$ cat src/rtl/rf_seq_pkg.sv
// Shared definitions for the register-file read-port sequencer.
//   state_e : sequencer FSM states
//     IDLE - waiting for a request
//     RD1  - reading operand 1
//     RD2  - reading operand 2
//     WAIT - last read data returns
//     OUT  - presenting operands
package rf_seq_pkg;

  typedef enum logic [2:0] {
    IDLE = 3'd0,
    RD1  = 3'd1,
    RD2  = 3'd2,
    WAIT = 3'd3,
    OUT  = 3'd4
  } state_e;

endpackage

$ cat src/rtl/rf_operand_slot.sv
// One operand of a read request. It holds the latched address and enable,
// tracks an outstanding macro read, and keeps the operand value coherent
// with writeback traffic.
//
// Ports:
//   clk, reset          clock, synchronous active-high reset
//   load                request accepted: latch load_addr / load_en and clear
//                       the value
//   load_addr, load_en  operand address and enable from the request
//   issue               a macro read for this operand is issued this cycle
//   rd_data             macro read data, valid the cycle after issue
//   wr_v                writeback valid (already filtered for the zero register)
//   wr_addr, wr_data    writeback address and data
//   addr, en            latched address and enable
//   zero                latched address is the hardwired-zero register
//   data                operand value
module rf_operand_slot #(
  parameter int width_p      = 32,
  parameter int addr_width_p = 5,
  parameter int zero_reg_p   = 1
) (
  input  logic                    clk,
  input  logic                    reset,
  input  logic                    load,
  input  logic [addr_width_p-1:0] load_addr,
  input  logic                    load_en,
  input  logic                    issue,
  input  logic [width_p-1:0]      rd_data,
  input  logic                    wr_v,
  input  logic [addr_width_p-1:0] wr_addr,
  input  logic [width_p-1:0]      wr_data,
  output logic [addr_width_p-1:0] addr,
  output logic                    en,
  output logic                    zero,
  output logic [width_p-1:0]      data
);

  logic [addr_width_p-1:0] addr_r;
  logic                    en_r;
  logic                    pend_r;  // read issued last cycle; data arrives now
  logic                    fwd_r;   // write hit in the issue cycle; data_r wins
  logic                    held_r;  // value captured; later writes overwrite
  logic [width_p-1:0]      data_r;
  logic                    match;

  assign match = wr_v & en_r & (wr_addr == addr_r);

  // NOTE: every register below is assigned with <= so that all of them update
  // from the same pre-edge values; a blocking = here would let later
  // statements see this cycle's new values and break the capture ordering.
  // NOTE: data_r is reset as well as re-cleared on load, because the operand
  // outputs must read 0 out of reset and a new request must never show stale data.
  always_ff @(posedge clk) begin
    if (reset) begin
      addr_r <= '0;
      en_r   <= 1'b0;
      pend_r <= 1'b0;
      fwd_r  <= 1'b0;
      held_r <= 1'b0;
      data_r <= '0;
    end else if (load) begin
      addr_r <= load_addr;
      en_r   <= load_en;
      pend_r <= 1'b0;
      fwd_r  <= 1'b0;
      held_r <= 1'b0;
      data_r <= '0;
    end else if (issue) begin
      // The macro returns the pre-write value for a write in the read cycle,
      // so remember the write and let it override the returned data.
      pend_r <= 1'b1;
      fwd_r  <= match;
      if (match) data_r <= wr_data;
    end else if (pend_r) begin
      // A write in the capture cycle is newer than both the macro data and
      // any forwarded value.
      pend_r <= 1'b0;
      fwd_r  <= 1'b0;
      held_r <= 1'b1;
      if (match)      data_r <= wr_data;
      else if (!fwd_r) data_r <= rd_data;
    end else if (held_r && match) begin
      data_r <= wr_data;
    end
  end

  assign addr = addr_r;
  assign en   = en_r;
  assign zero = (zero_reg_p != 0) && (addr_r == '0);
  assign data = data_r;

endmodule

$ cat src/rtl/rf_read_port_sequencer.sv
// Serialises a two-operand read request onto the single synchronous read port
// of a 1R/1W register-file macro, forwards writebacks into in-flight and held
// operands, and passes the write port through with a hardwired-zero register.
//
// Ports:
//   clk_i, reset_i            clock, synchronous active-high reset
//   v_i / ready_o             request handshake
//   rs1_en_i, rs1_addr_i      operand 1 request
//   rs2_en_i, rs2_addr_i      operand 2 request
//   v_o / yumi_i              operand handshake
//   rs1_data_o, rs2_data_o    operand values (0 when disabled or zero register)
//   w_v_i, w_addr_i, w_data_i writeback from the pipeline
//   rf_r_v_o, rf_r_addr_o     macro read port; rf_r_data_i returns a cycle later
//   rf_w_v_o, rf_w_addr_o,
//   rf_w_data_o               macro write port
module rf_read_port_sequencer
  import rf_seq_pkg::*;
#(
  parameter int  els_p         = 32,
  parameter int  width_p       = 32,
  parameter int  zero_reg_p    = 1,
  localparam int addr_width_lp = $clog2(els_p)
) (
  input  logic                     clk_i,
  input  logic                     reset_i,
  input  logic                     v_i,
  output logic                     ready_o,
  input  logic                     rs1_en_i,
  input  logic [addr_width_lp-1:0] rs1_addr_i,
  input  logic                     rs2_en_i,
  input  logic [addr_width_lp-1:0] rs2_addr_i,
  output logic                     v_o,
  output logic [width_p-1:0]       rs1_data_o,
  output logic [width_p-1:0]       rs2_data_o,
  input  logic                     yumi_i,
  input  logic                     w_v_i,
  input  logic [addr_width_lp-1:0] w_addr_i,
  input  logic [width_p-1:0]       w_data_i,
  output logic                     rf_r_v_o,
  output logic [addr_width_lp-1:0] rf_r_addr_o,
  input  logic [width_p-1:0]       rf_r_data_i,
  output logic                     rf_w_v_o,
  output logic [addr_width_lp-1:0] rf_w_addr_o,
  output logic [width_p-1:0]       rf_w_data_o
);

  state_e                   state_r, state_n;
  logic                     accept;
  logic                     issue1, issue2;
  logic [addr_width_lp-1:0] s1_addr, s2_addr;
  logic                     s1_en, s2_en, s1_zero, s2_zero;

  // Write passthrough; writes to the zero register never reach the macro and
  // therefore never forward into an operand either.
  assign rf_w_v_o    = w_v_i & ~reset_i
                     & ~((zero_reg_p != 0) && (w_addr_i == '0));
  assign rf_w_addr_o = w_addr_i;
  assign rf_w_data_o = w_data_i;

  always_ff @(posedge clk_i) begin
    if (reset_i) state_r <= IDLE;
    else         state_r <= state_n;
  end

  // NOTE: every output of this block gets a default before the case, so no
  // path through it leaves a signal unassigned and no latch is inferred.
  always_comb begin
    state_n     = state_r;
    ready_o     = 1'b0;
    v_o         = 1'b0;
    rf_r_v_o    = 1'b0;
    rf_r_addr_o = s1_addr;
    case (state_r)
      IDLE: begin
        ready_o = ~reset_i;
        if (v_i) begin
          if (rs1_en_i)      state_n = RD1;
          else if (rs2_en_i) state_n = RD2;
          else               state_n = OUT;
        end
      end
      RD1: begin
        rf_r_v_o    = s1_en & ~s1_zero;
        rf_r_addr_o = s1_addr;
        state_n     = s2_en ? RD2 : WAIT;
      end
      RD2: begin
        rf_r_v_o    = s2_en & ~s2_zero;
        rf_r_addr_o = s2_addr;
        state_n     = WAIT;
      end
      WAIT: state_n = OUT;
      OUT: begin
        v_o = 1'b1;
        if (yumi_i) state_n = IDLE;
      end
      default: state_n = IDLE;
    endcase
  end

  assign accept = ready_o & v_i;
  assign issue1 = (state_r == RD1) & rf_r_v_o;
  assign issue2 = (state_r == RD2) & rf_r_v_o;

  rf_operand_slot #(
    .width_p(width_p), .addr_width_p(addr_width_lp), .zero_reg_p(zero_reg_p)
  ) slot1 (
    .clk(clk_i), .reset(reset_i), .load(accept),
    .load_addr(rs1_addr_i), .load_en(rs1_en_i), .issue(issue1),
    .rd_data(rf_r_data_i), .wr_v(rf_w_v_o), .wr_addr(w_addr_i),
    .wr_data(w_data_i), .addr(s1_addr), .en(s1_en), .zero(s1_zero),
    .data(rs1_data_o)
  );

  rf_operand_slot #(
    .width_p(width_p), .addr_width_p(addr_width_lp), .zero_reg_p(zero_reg_p)
  ) slot2 (
    .clk(clk_i), .reset(reset_i), .load(accept),
    .load_addr(rs2_addr_i), .load_en(rs2_en_i), .issue(issue2),
    .rd_data(rf_r_data_i), .wr_v(rf_w_v_o), .wr_addr(w_addr_i),
    .wr_data(w_data_i), .addr(s2_addr), .en(s2_en), .zero(s2_zero),
    .data(rs2_data_o)
  );

  // Consumers may only take operands that are being presented.
  assert property (@(posedge clk_i) disable iff (reset_i) yumi_i |-> v_o)
    else $error("yumi_i asserted while v_o is low");

endmodule
$ cat config.mk
export PLATFORM = sky130hd
export DESIGN_NAME = rf_read_port_sequencer
export DESIGN_NICKNAME = d
export VERILOG_FILES = /design/src/rtl/rf_seq_pkg.sv /design/src/rtl/rf_operand_slot.sv /design/src/rtl/rf_read_port_sequencer.sv
export SDC_FILE = /design/constraint.sdc
export NUM_CORES = 1
export LEC_CHECK = 0
export CAP_MARGIN = 20
export CORE_AREA = 2 2 108 110
export CTS_BUF_LIST = sky130_fd_sc_hd__clkbuf_8
export DETAILED_ROUTE_END_ITERATION = 8
export DIE_AREA = 0 0 110 112
export GPL_ROUTABILITY_DRIVEN = 0
export PLACE_DENSITY_LB_ADDON = 0.3
export SYNTH_ARGS = -nofsm -noshare
export SYNTH_HDL_FRONTEND = slang
export SYNTH_SLANG_ARGS = --single-unit
$ cat constraint.sdc
create_clock -name clk_i -period 3.3 [get_ports clk_i]
set_clock_uncertainty 0.2 [all_clocks]
set_input_delay 0.495 -clock clk_i [delete_from_list [all_inputs] [get_ports clk_i]]
set_output_delay 0.495 -clock clk_i [all_outputs]
set_load 0.03 [all_outputs]
==> run_results.csv, run 1 <==
group,metric,value,unit
logic_synthesis,synth_fp_nets,557,
routing,ant_nets,0,
logic_synthesis,ys_seq_elements,85,
floorplanning,ios,196,
clock_network,path_clk_slew,0.09,ns
routing,viasPerCell,5.58,
floorplanning,fp-row-count,39,
global_routing,grt_pass1_wl,22.4,mm
timing,finalCritPeriodShare,92.8,%
layout,instances_no_fill,766,
worst_hold_path,hold_depth,2,
worst_setup_path,crit_type,"reg -> out",
global_routing,antenna_found_initial,0,
timing,max-slew-margin-rel,29.3,%
worst_setup_path,crit_path_max_fanout,8,
worst_setup_path,crit_required,2.60,ns
clock_network,cts_root_buffer,"clkbuf_8",
clock_network,cts_max_level,3,
logic_synthesis,seq_area_frac_synth,34.3,%
clock_network,cts_buffers,9,
pwr,finalPower,2370,uW
global_routing,gr-total-overflow,0,
timing,worst_pin_slew,1.06,ns
routing,drtPass1Iterations,4,
logic_synthesis,synthCells,471,
clock_network,cts.sinks,85,
worst_hold_path,min_to,"slot2.held_r",
global_routing,first_global_vias,4396,
logic_synthesis,syn-mean-instance-area,10.5,um2
placed_design,portBuffers,195,
timing,setup_viol,0,
layout,post-route-util,62.8,%
routing,drt_wl_total,14.1,mm
worst_setup_path,cp-end-kind,"output pin",
timing,finalHoldViolations,0,
pwr,p_per_area,338,nW/um2
timing,fin_crit,3.06,ns
logic_synthesis,synth.distinct_cells,41,
global_routing,grt_max_degree,36,
worst_hold_path,hp-start,"slot2.held_r",
routing,route.detailed.drc,0,
layout,antenna_cells,0,
layout,syn_to_final_growth,41.5,%
clock_network,clkLatencyLatePin,0.35,ns
layout,final_common_cell,"clkdlybuf4s50_1",
routing,vias,4271,
timing,fmax,326,MHz
timing,drv_slew,0,
floorplanning,die-area,12300,um2
flow_run,cap_violations,0,
layout,nNetsFinal,704,
floorplanning,core_area,11200,um2
floorplanning,die_x,110,um
clock_network,cts_tree,"yes",
worst_setup_path,r2r_end,"slot2.data[29]",
worst_setup_path,ff2ff_setup_slack,0.38,ns
worst_setup_path,worstSetupStartpointType,"flop",
floorplanning,die_h,112,um
layout,final_cell_mix,"clkdlybuf4s50_1 (195), dfxtp_1 (84), a211oi_1 (69)",
worst_hold_path,holdCritPathClass,"reg -> reg",
pwr,leakagePower,0.00277,uW
placed_design,dp_hpwl,10.3,mm
floorplanning,start_util,44.4,%
outcome,run_status,"completed",
routing,avgRoutedWirePerCell,18.4,um
pwr,ir_worst_vdd,0.000240,V
logic_synthesis,ys_warn_count,0,
global_routing,grt_usage,22.8,%
clock_network,post-cts-setup-buffers,0,
clock_network,cts_resized,0,
placed_design,placedCellCount,750,
clock_network,hold_buffers,0,
worst_setup_path,worstPathArrival,2.37,ns
clock_network,cts_buffer_depth,2,
layout,drive_gt1_share,19.7,%
timing,rsz0062_at_grt,"false",
timing,setup_tns,0,ns
worst_setup_path,reg2reg_depth,5,
worst_setup_path,timing.rr.start,"state_r[1]",
routing,drt_iter0_drc,175,
logic_synthesis,syn_area,4960,um2
==> final cells by class <==
class,count,area [um2]
clock inverter,6,47.5
tap,143,179
inverter,6,22.5
fill,966,4160
clock buffer,10,138
sequential,85,1700
timing repair buffer,218,2170
multi-input combinational,298,2750
==> worst max path at each step <==
stage                             start              to  slack [ns]  cells after the start
after floorplan              state_r[0]  slot1.data[10]        0.35                      7
after CTS                 slot2.addr[1]        rf_r_v_o        0.22                      4
final                     slot2.addr[1]        rf_r_v_o        0.24                      4
after global routing      slot2.addr[1]        rf_r_v_o        0.15                      4
after detailed placement    w_addr_i[4]   slot2.data[2]      -0.006                      6
after global placement      w_addr_i[4]  slot2.data[26]        0.07                      6
==> per-stage QoR <==
step           setup WS [ns]  instance area [um2]  hold WS, ns
6_report               0.237                 7010        0.278
5_1_grt                0.148                 7010        0.327
4_1_cts                0.220                 7010        0.279
3_5_place_dp        -0.00567                 6830        0.257
3_3_place_gp          0.0682                 6830        0.252
2_1_floorplan          0.348                 4960        0.237
==> power breakdown <==
part	switching (uW)	leakage (uW)	internal, uW
combinational	300	0.00200	274
clock	403	0.0000811	298
sequential	38.3	0.000688	1060
total	741	0.00277	1630
==> worst max-delay path, stage by stage, from the launching register on <==
cell             delay (ns)
dfxtp_1                0.36
or4_4                  0.56
o211ai_4               0.37
nand2_1                0.11
clkdlybuf4s50_1        0.62
==> per-layer routing <==
metal	wire length [um]	global-route usage [%]	vias up
li1	-	-	2040
met1	6090	29.1	2060
met2	6890	38.2	154
met3	878	5.21	17
met4	256	6.16	0
met5	0	0	-
==> cells by family after synthesis <==
logic type	share of synthesized area, %
xor gates and xnor gates	1.77
muxes	14.1
and+or+nand+nor	7.82
AOI/OAI and AO/OA	31.1
DFF	34.3
buffers and inverters	11.0
==> state kept, by name, indices dropped and copies added, names as in the netlist, 3 cells and up <==
name	count
slot1.data	32
slot1.addr	5
slot2.addr	5
slot2.data	32
state_r	3
==> Yosys cell counts <==
cell type / count / share of area [%]
a211oi_1: 69 / 10
a211oi_2: 61 / 15
a211oi_4: 1 / 0.40
a21boi_0: 1 / 0.15
a21o_1: 1 / 0.15
a21o_4: 1 / 0.30
a21oi_1: 5 / 0.50
a31oi_1: 2 / 0.25
and2_1: 2 / 0.25
and4bb_2: 1 / 0.25
buf_2: 22 / 2.2
buf_4: 37 / 5.6
buf_6: 6 / 1.4
clkbuf_1: 16 / 1.2
clkbuf_2: 1 / 0.10
dfxtp_1: 85 / 34
inv_1: 6 / 0.45
mux2_2: 5 / 1.1
mux2i_1: 64 / 13
nand2_1: 28 / 2.1
nand2b_1: 1 / 0.13
nand3b_1: 12 / 1.8
nand4_1: 1 / 0.13
nand4_2: 1 / 0.25
nor2_1: 10 / 0.76
nor2b_1: 3 / 0.38
nor3_1: 3 / 0.30
nor3b_1: 1 / 0.15
nor3b_4: 1 / 0.38
nor4_1: 1 / 0.13
nor4b_1: 1 / 0.18
o2111ai_4: 2 / 1.1
o211ai_2: 1 / 0.25
o211ai_4: 2 / 0.86
o21ai_0: 1 / 0.10
o21ai_4: 1 / 0.33
o2bb2ai_2: 1 / 0.30
o2bb2ai_4: 1 / 0.56
or4_1: 1 / 0.15
or4_4: 2 / 0.45
xnor2_1: 10 / 1.8
(Power assumes the default switching activity.)
==> inputs of run 2 (changes only) <==
==> constraint.sdc (replaced) <==
create_clock -name clk_i -period 3.1 [get_ports clk_i]
set_clock_uncertainty 0.2 [all_clocks]
set_input_delay 0.465 -clock clk_i [delete_from_list [all_inputs] [get_ports clk_i]]
set_output_delay 0.465 -clock clk_i [all_outputs]
set_load 0.03 [all_outputs]
==> run 2 against run 1 <==
- first-iteration DRC count down 17%
- highest routed layer unchanged
- combinational power grew 6.4%
- clock power grew 15%
- utilization grew 0.76 points
- count of clock-buffer cells in the layout shrank 1
- flip-flop and latch count did not move
- critical path depth is 1 lower
- worst setup slack worse by 0.10 ns
- sequential power rose by 7%
- global-route usage fell by 0.54 points
- final cell count is 0.78% higher
==> run_results.csv, run 2 (synthesis gave the netlist of run 1 again) <==
group,metric,value,unit
worst_setup_path,crit_chain,"nor3b_4, mux2_2, clkdlybuf4s50_1",
worst_setup_path,crit_family,"buffers and inverters",
worst_setup_path,worstSetupStartpointType,"flop",
floorplanning,core_area,11200,um2
clock_network,hold_buffers,0,
global_routing,gr-total-overflow,0,
worst_setup_path,slowest_delay,0.59,ns
routing,drtPass1Iterations,4,
clock_network,cts_buffer_depth,2,
pwr,leakagePower,0.00283,uW
placed_design,placed_area,6900,um2
routing,avgRoutedWirePerCell,17.9,um
clock_network,cts_root_buffer,"clkbuf_8",
layout,final_cell_mix,"clkdlybuf4s50_1 (195), dfxtp_1 (84), a211oi_1 (69)",
routing,route.detailed.drc,0,
global_routing,grt_usage,22.2,%
worst_hold_path,hp-start,"slot2.held_r",
global_routing,first_global_vias,4225,
timing,rsz0062_at_grt,"false",
worst_hold_path,holdCritPathClass,"reg -> reg",
clock_network,path_clk_slew,0.10,ns
floorplanning,fp-row-count,39,
timing,fmax,338,MHz
worst_setup_path,worstPathArrival,2.30,ns
layout,finalInstanceArea,7100,um2
pwr,ir_worst_vdd,0.000272,V
layout,nNetsFinal,710,
clock_network,clkLatencyLatePin,0.36,ns
timing,setup_viol,0,
layout,final_common_cell,"clkdlybuf4s50_1",
timing,max-slew-margin-rel,53.6,%
timing,finalHoldViolations,0,
worst_setup_path,crit_required,2.43,ns
timing,worst_pin_slew,0.693,ns
global_routing,antenna_found_initial,0,
worst_hold_path,hold_depth,2,
pwr,p_per_area,364,nW/um2
layout,antenna_cells,0,
routing,viasPerCell,5.47,
timing,holdWs,0.282,ns
floorplanning,ios,196,
floorplanning,start_util,44.4,%
global_routing,grt_max_degree,33,
layout,drive_gt1_share,20.5,%
worst_setup_path,r2r_end,"slot2.data[25]",
clock_network,cts_resized,0,
floorplanning,die_h,112,um
worst_setup_path,cp_slowest_cell,"clkdlybuf4s50_1",
clock_network,cts_tree,"yes",
outcome,run_status,"completed",
timing,fin_crit,2.96,ns
flow_run,cap_violations,0,
clock_network,cts_buffers,9,
worst_setup_path,ff2ff_setup_slack,0.49,ns
worst_setup_path,crit_path_max_fanout,8,
placed_design,portBuffers,195,
clock_network,post-cts-setup-buffers,0,
routing,drt_iter0_drc,146,
worst_setup_path,worstPathBufferInverterCount,1,
timing,drv_slew,0,
floorplanning,die-area,12300,um2
worst_setup_path,reg2reg_depth,6,
routing,drt_wl_total,13.8,mm
layout,fillerInstances,949,
placed_design,dp_hpwl,10.3,mm
timing,finalCritPeriodShare,95.6,%
global_routing,grt_pass1_wl,21.7,mm
floorplanning,die_x,110,um
routing,ant_nets,0,
clock_network,cts_max_level,3,
routing,vias,4225,
worst_setup_path,crit_type,"reg -> out",
clock_network,cts.sinks,85,
worst_setup_path,timing.rr.start,"state_r[1]",
worst_setup_path,cp-end-kind,"output pin",
worst_hold_path,min_to,"slot2.held_r",
timing,setup_tns,0,ns
layout,syn_to_final_growth,43.2,%
[run 2: changes by cell type in the layout (fill, tap and decap cells not counted), sizes merged]
cell / before / now
buf: 23 / 29
clkbuf: 10 / 9
clkinv: 1 / 3
clkinvlp: 4 / 0
inv: 7 / 10
[run 2: worst max-delay path by stage]
stage / from / end / slack, ns / cells past startpoint
after floorplan: state_r[0] / slot1.data[10] / 0.15 / 7
after CTS: state_r[1] / rf_r_addr_o[3] / 0.12 / 3
after global placement: w_addr_i[1] / slot1.data[1] / 0.14 / 8
final: state_r[1] / rf_r_addr_o[3] / 0.14 / 3
after global routing: state_r[1] / rf_r_addr_o[3] / 0.07 / 3
after detailed placement: w_addr_i[1] / slot1.data[0] / 0.09 / 8
[run 2: per-layer routing]
layer	share of wire, %	vias up	wire (um)	global-route usage [%]
met5	0	-	0	0
met4	1.6	0	217	7.59
met3	5.9	18	821	3.57
met2	48	141	6700	37.5
met1	44	2005	6080	28.5
li1	-	2061	-	-
[run 2: layout make-up]
class | count | area (um2) | area share [%]
Sequential cell | 85 | 1700 | 24.0
Clock buffer | 9 | 124 | 1.74
Clock inverter | 7 | 76.3 | 1.08
Timing Repair Buffer | 224 | 2240 | 31.6
Multi-Input combinational cell | 298 | 2750 | 38.7
Inverter | 6 | 22.5 | 0.317
Tap cell | 143 | 179 | 2.52
[run 2: report_power, final]
| part | internal, uW | switching, uW |
|---|---|---|
| clock | 321 | 485 |
| sequential | 1120 | 42.9 |
| combinational | 294 | 317 |
[run 2: worst reg2reg max path, stage by stage, from the launching register on]
cell and delay (ns):
dfxtp_1 0.48, nor3b_4 0.47, o211ai_4 0.15, buf_4 0.20, a211oi_4 0.35, a21o_4 0.48
a211oi_1 0.15
[run 2: metrics by stage]
step	cells	total power (uW)	setup slack, ns	utilization (%)
2_1_floorplan	471	1540	0.148	-
3_3_place_gp	756	1790	0.137	61.7
3_5_place_dp	756	1800	0.0909	61.7
4_1_cts	772	2600	0.122	63.5
5_1_grt	772	2680	0.0670	63.5
6_report	772	2580	0.137	63.5
